--- config.mk ---
export PLATFORM = sky130hd
export DESIGN_NAME = lcd_timing_ctrl
export DESIGN_NICKNAME = d
export VERILOG_FILES = /design/src/rtl/lcd_timing_ctrl_pkg.sv /design/src/rtl/lcd_timing_ctrl_stat_irq.sv /design/src/rtl/lcd_timing_ctrl.sv
export SDC_FILE = /design/constraint.sdc
export NUM_CORES = 1
export LEC_CHECK = 0
export BUFFER_PORTS_ARGS = -buffer_cell sky130_fd_sc_hd__buf_2
export CAP_MARGIN = 20
export CORE_MARGIN = 5
export CORE_UTILIZATION = 60
export DETAILED_ROUTE_END_ITERATION = 12
export GPL_ROUTABILITY_DRIVEN = 0
export PLACE_DENSITY = 0.85
export SKIP_LAST_GASP = 1
export SYNTH_ARGS = -nofsm -noshare
export SYNTH_HDL_FRONTEND = slang
export SYNTH_SLANG_ARGS = --single-unit
--- constraint.sdc ---
create_clock -name i_clk -period 4.8 [get_ports i_clk]
set_input_delay 0.96 -clock i_clk [delete_from_list [all_inputs] [get_ports i_clk]]
set_output_delay 0.96 -clock i_clk [all_outputs]
set_load 0.005 [all_outputs]
--- src/rtl/lcd_timing_ctrl_pkg.sv ---
// lcd_timing_ctrl_pkg: shared LCD mode encoding, register addresses and bit positions
package lcd_timing_ctrl_pkg;
    typedef enum logic [1:0] {
        MODE_HBLANK = 2'd0,
        MODE_VBLANK = 2'd1,
        MODE_OAM    = 2'd2,
        MODE_DRAW   = 2'd3
    } lcd_mode_e;
    localparam logic [15:0] ADDR_LCDC = 16'hFF40;
    localparam logic [15:0] ADDR_STAT = 16'hFF41;
    localparam logic [15:0] ADDR_LY   = 16'hFF44;
    localparam logic [15:0] ADDR_LYC  = 16'hFF45;
    localparam int LCDC_EN = 7;
    // STAT enables are stored as a 4-bit field holding STAT[6:3]
    localparam int STAT_LYC_IE = 3;
    localparam int STAT_OAM_IE = 2;
    localparam int STAT_VBL_IE = 1;
    localparam int STAT_HBL_IE = 0;
endpackage

--- src/rtl/lcd_timing_ctrl_stat_irq.sv ---
// lcd_stat_irq: ORs the enabled STAT sources into one line and pulses on its rising edge
module lcd_stat_irq
    import lcd_timing_ctrl_pkg::*;
(
    input  logic       i_clk,
    input  logic       i_rst_n,
    input  logic       i_en,
    input  logic [3:0] i_stat_en,
    input  logic       i_coinc,
    input  lcd_mode_e  i_mode,
    output logic       o_irq
);
    logic w_line;
    logic r_prev;
    assign w_line = i_en & ((i_stat_en[STAT_LYC_IE] & i_coinc) |
                            (i_stat_en[STAT_OAM_IE] & (i_mode == MODE_OAM)) |
                            (i_stat_en[STAT_VBL_IE] & (i_mode == MODE_VBLANK)) |
                            (i_stat_en[STAT_HBL_IE] & (i_mode == MODE_HBLANK)));
    always_ff @(posedge i_clk or negedge i_rst_n) begin
        if (!i_rst_n) r_prev <= 1'b0;
        else          r_prev <= w_line;
    end
    assign o_irq = w_line & ~r_prev;
endmodule

--- src/rtl/lcd_timing_ctrl.sv ---
// lcd_timing_ctrl: LCD dot/line counters, PPU mode decode, LY/LYC compare and CPU register file
module lcd_timing_ctrl
    import lcd_timing_ctrl_pkg::*;
#(
    parameter int DOTS_PER_LINE = 456,
    parameter int OAM_DOTS      = 80,
    parameter int DRAW_DOTS     = 172,
    parameter int VISIBLE_LINES = 144,
    parameter int TOTAL_LINES   = 154
) (
    input  logic        i_clk,
    input  logic        i_rst_n,
    input  logic        i_dot_en,
    input  logic [15:0] i_reg_addr,
    input  logic        i_reg_we,
    input  logic        i_reg_re,
    input  logic [7:0]  i_reg_wdata,
    output logic [7:0]  o_reg_rdata,
    output logic        o_reg_rvalid,
    output logic [7:0]  o_ly,
    output logic [1:0]  o_mode,
    output logic        o_line_start,
    output logic        o_vblank_irq,
    output logic        o_stat_irq,
    output logic        o_frame_done
);
    localparam int DW = $clog2(DOTS_PER_LINE);
    logic [DW-1:0] r_dot, w_dot_n;
    logic [7:0]    r_ly, w_ly_n, r_lcdc, w_lcdc_n, r_lyc, w_lyc_n, r_rdata, w_rd_mux;
    logic [3:0]    r_stat, w_stat_n;
    lcd_mode_e     r_mode, w_mode_n;
    logic          r_run, w_run_n, w_frame_done_n;
    logic          r_line_start, r_vblank_irq, r_frame_done, r_rvalid;
    logic          w_wr_lcdc, w_wr_stat, w_wr_ly, w_wr_lyc, w_owned, w_coinc, w_last_dot, w_last_line;

    assign w_wr_lcdc   = i_reg_we && i_reg_addr == ADDR_LCDC;
    assign w_wr_stat   = i_reg_we && i_reg_addr == ADDR_STAT;
    assign w_wr_ly     = i_reg_we && i_reg_addr == ADDR_LY;
    assign w_wr_lyc    = i_reg_we && i_reg_addr == ADDR_LYC;
    assign w_owned     = i_reg_addr inside {ADDR_LCDC, ADDR_STAT, ADDR_LY, ADDR_LYC};
    assign w_coinc     = r_ly == r_lyc;
    assign w_last_dot  = r_dot == DW'(DOTS_PER_LINE - 1);
    assign w_last_line = r_ly == 8'(TOTAL_LINES - 1);
    assign w_rd_mux    = (i_reg_addr == ADDR_LCDC) ? r_lcdc :
                         (i_reg_addr == ADDR_STAT) ? {1'b1, r_stat, w_coinc, r_mode} :
                         (i_reg_addr == ADDR_LY)   ? r_ly : r_lyc;

    // r_run distinguishes "enabled, waiting for the first dot" from "scanning"
    always_comb begin
        w_lcdc_n       = w_wr_lcdc ? i_reg_wdata : r_lcdc;
        w_stat_n       = w_wr_stat ? i_reg_wdata[6:3] : r_stat;
        w_lyc_n        = w_wr_lyc ? i_reg_wdata : r_lyc;
        w_dot_n        = r_dot;
        w_ly_n         = r_ly;
        w_run_n        = r_run;
        w_frame_done_n = 1'b0;
        if (!w_lcdc_n[LCDC_EN]) begin
            w_dot_n = '0;
            w_ly_n  = '0;
            w_run_n = 1'b0;
        end else if (w_wr_ly) begin
            w_dot_n = '0;
            w_ly_n  = '0;
            w_run_n = r_run | i_dot_en;
        end else if (i_dot_en) begin
            w_run_n = 1'b1;
            if (r_run) begin
                w_dot_n        = w_last_dot ? '0 : r_dot + 1'b1;
                w_ly_n         = !w_last_dot ? r_ly : w_last_line ? 8'd0 : r_ly + 8'd1;
                w_frame_done_n = w_last_dot & w_last_line;
            end
        end
        w_mode_n = !w_run_n                          ? MODE_HBLANK :
                   w_ly_n >= 8'(VISIBLE_LINES)       ? MODE_VBLANK :
                   w_dot_n < DW'(OAM_DOTS)           ? MODE_OAM    :
                   w_dot_n < DW'(OAM_DOTS + DRAW_DOTS) ? MODE_DRAW : MODE_HBLANK;
    end

    always_ff @(posedge i_clk or negedge i_rst_n) begin
        if (!i_rst_n) begin
            r_dot        <= '0;
            r_ly         <= '0;
            r_mode       <= MODE_HBLANK;
            r_run        <= 1'b0;
            r_lcdc       <= '0;
            r_stat       <= '0;
            r_lyc        <= '0;
            r_line_start <= 1'b0;
            r_vblank_irq <= 1'b0;
            r_frame_done <= 1'b0;
            r_rvalid     <= 1'b0;
            r_rdata      <= '0;
        end else begin
            r_dot        <= w_dot_n;
            r_ly         <= w_ly_n;
            r_mode       <= w_mode_n;
            r_run        <= w_run_n;
            r_lcdc       <= w_lcdc_n;
            r_stat       <= w_stat_n;
            r_lyc        <= w_lyc_n;
            r_line_start <= w_mode_n == MODE_DRAW && r_mode != MODE_DRAW;
            r_vblank_irq <= w_run_n && w_ly_n == 8'(VISIBLE_LINES) && r_ly != 8'(VISIBLE_LINES);
            r_frame_done <= w_frame_done_n;
            r_rvalid     <= i_reg_re && w_owned;
            if (i_reg_re && w_owned) r_rdata <= w_rd_mux;
        end
    end

    lcd_stat_irq u_stat_irq (
        .i_clk     (i_clk),
        .i_rst_n   (i_rst_n),
        .i_en      (r_lcdc[LCDC_EN]),
        .i_stat_en (r_stat),
        .i_coinc   (w_coinc),
        .i_mode    (r_mode),
        .o_irq     (o_stat_irq)
    );

    assign o_reg_rdata  = r_rdata;
    assign o_reg_rvalid = r_rvalid;
    assign o_ly         = r_ly;
    assign o_mode       = r_mode;
    assign o_line_start = r_line_start;
    assign o_vblank_irq = r_vblank_irq;
    assign o_frame_done = r_frame_done;
endmodule

==> flow_summary.ini <==
[critical_path]
required_ps = 5010
start_kind = input port
setup.worst_path.end_class = flip-flop
critPathMaxFanout = 8
cp.arrival_ps = 3260
critPathKind = in -> reg

[job]
cap_viol_max_count = 0

[clock_network]
cts.sinks = 53
cts_resized = 0
cts_buffer_depth = 2
insertion_delay_ps = 300
post_cts_buffers = 0
cts_tree = built
cts_root_buf = clkbuf_8
path_clk_slew_ps = 90
hold_buffers = 0
cts_max_level = 2
cts-buffers-inserted = 5

[detailed_routing]
drt_iter0_markers = 211
drt_pass1_iterations = 5
wl_per_cell_um = 16.67
drc = 0
drtAntennaViolNets = 0
drt-vias-per-instance = 6.067
via_count = 2342
drt_wl_total_um = 6435

[outcome]
outcome = finished clean

[power]
fin_total_pwr_uw = 724.4
ir_drop_uv = 108.0
power.density_mw_per_mm2 = 218.0
leakage_uw = 0.001520

[final_layout]
final_common_cell = dfrtp_1
antenna_cells = 0
multi_input_area_sq_mm = 0.001536
final.fill_count = 389
layout.nets = 351
seq_area_sq_mm = 0.001326
syn_to_final_growth_pct = 12.26
stdcell_count = 386
drive_gt1_share_pct = 31.03
final_cell_mix = dfrtp_1, buf_2, mux2_2

[timing]
setup_tns_ps = 0
period_minus_slack_ps = 3054
worstMarginPinSlew_ps = 754.6
worst_clock_skew_ps = 6.924
drv_slew = 0
rsz0062_at_grt = false
finalSetupViolCount = 0
hold_viol = 0
slew_headroom_pct = 49.59
max_freq_mhz = 327.4
finalCritPeriodShare_pct = 63.62

[global_route]
grt_pass1_wl_um = 11140
grt_max_degree = 54
grt.overflow.total = 0
first_global_vias = 2343
antenna_found_initial = 0
track_usage_pct = 22.18

[yosys]
synth_nets = 306
synth-seq-area-share_pct = 44.80
yosysWarningCount = 0
async_flop_share_pct = 100.0
synth.distinct_cells = 52
ys_ff_latch = 53
synth.avg_cell_area_sq_um = 10.84
synth-main-ff-cell = dfrtp_1
postSynthCellCount = 273
synth_area_leader_cell = dfrtp_1
yosys-top-cells-area = dfrtp_1, mux2_2, mux4_2, xnor2_1, nand2_1
synth-edff-count = 0
syn_area_sq_mm = 0.002960
synth_top_cell_area_share_pct = 44.80

[worst_hold_path]
hold_path_class = reg -> reg

[floorplan]
rows = 25
die-width_um = 80.24
io_pins = 52
initial_core_util_pct = 62.26
core-area_sq_mm = 0.004755
die_y_um = 80.24
die_area_sq_mm = 0.006438

[placement]
place_inst = 378
dp_hpwl_um = 4934
portBuffers = 51
-- critical path: stages --
cell     delay (ps)
buf_2           100
or4b_4          530
nor4_2          340
nor2b_1         670
mux2_2          310
o21ai_1          90
nor4_1          260
-- metal layers --
layer / vias up / track usage (%) / wire (um)
li1: 1088 / - / -
met1: 1145 / 30.59 / 2753
met2: 96 / 34.85 / 3162
met3: 13 / 3.812 / 414
met4: 0 / 8.784 / 104
met5: - / 0 / 0
-- synth_stat cells (all sizes together) (2+ instances only) --
library cell	instances
a211o	2
a21oi	11
a31oi	3
and2	4
and3	6
and4	2
buf	6
clkbuf	9
dfrtp	53
ha	4
inv	6
mux2	27
mux2i	2
mux4	7
nand2	18
nand2b	5
nand3	12
nand4	7
nand4b	4
nor2	15
nor2b	7
nor3	7
nor4	3
nor4b	2
o2111ai	2
o211ai	2
o21ai	8
o31ai	2
o41ai	2
or2	5
or4	3
xnor2	12
xor2	6
-- path summary, 6_finish.rpt --
check	from	endpoint	slack, ps	cells past startpoint
setup / recovery	i_reg_addr[5]	o_vblank_irq	1750	7
hold / removal	o_reg_rdata[3]	o_reg_rdata[3]	500	1
setup reg to reg	r_dot[0]	o_mode[0]	2100	7
hold reg to reg	o_reg_rdata[3]	o_reg_rdata[3]	500	1
max in group asynchronous	i_rst_n	o_ly[7]	3610	2
min in group asynchronous	i_rst_n	o_ly[6]	750	2
-- through the flow --
stage / util (%) / hold slack (ps) / worst slack [ps] / cell area [sq um]
finish: 69.89 / 503.1 / 1746 / 3323
global route: 69.89 / 531.0 / 1530 / 3323
CTS: 69.89 / 509.8 / 1751 / 3323
detailed placement: 68.13 / 489.1 / 1429 / 3239
global placement: 68.13 / 461.8 / 1461 / 3239
floorplan: - / 473.3 / 1766 / 2960
-- where the power goes --
group | internal (uW) | switching, uW | leakage, uW | total (uW)
combinational | 15.8 | 20.0 | 0.000741 | 35.7
clock | 103 | 139 | 0.0000385 | 242
sequential | 446 | 0.0799 | 0.000741 | 446
total | 565 | 159 | 0.00152 | 724
-- area by class of cell --
class,instances,share of cell area (%)
Clock inverter,1,0.2259
Timing Repair Buffer,53,8.133
Inverter,6,0.6777
Tap cell,67,2.523
Multi-Input combinational cell,199,46.23
Clock buffer,7,2.297
Sequential cell,53,39.91
-- kinds of logic after synthesis --
family,Yosys count,share of synthesized area (%)
fa+ha+maj,4,1.691
flops,53,44.80
buf+inv,21,3.296
mux,36,16.27
xor+xnor,18,5.325
compound gates,39,8.580
simple gates,102,20.03
-- sequential cells by signal (all words and copies together) (netlist names) --
signal	flops
r_run	1
o_reg_rdata	8
r_dot	9
o_line_start	1
r_lcdc	8
u_stat_irq.r_prev	1
o_frame_done	1
r_lyc	8
o_ly	8
o_reg_rvalid	1
o_mode	2
r_stat	4
o_vblank_irq	1
No activity file was read; power rests on OpenSTA's default activity.
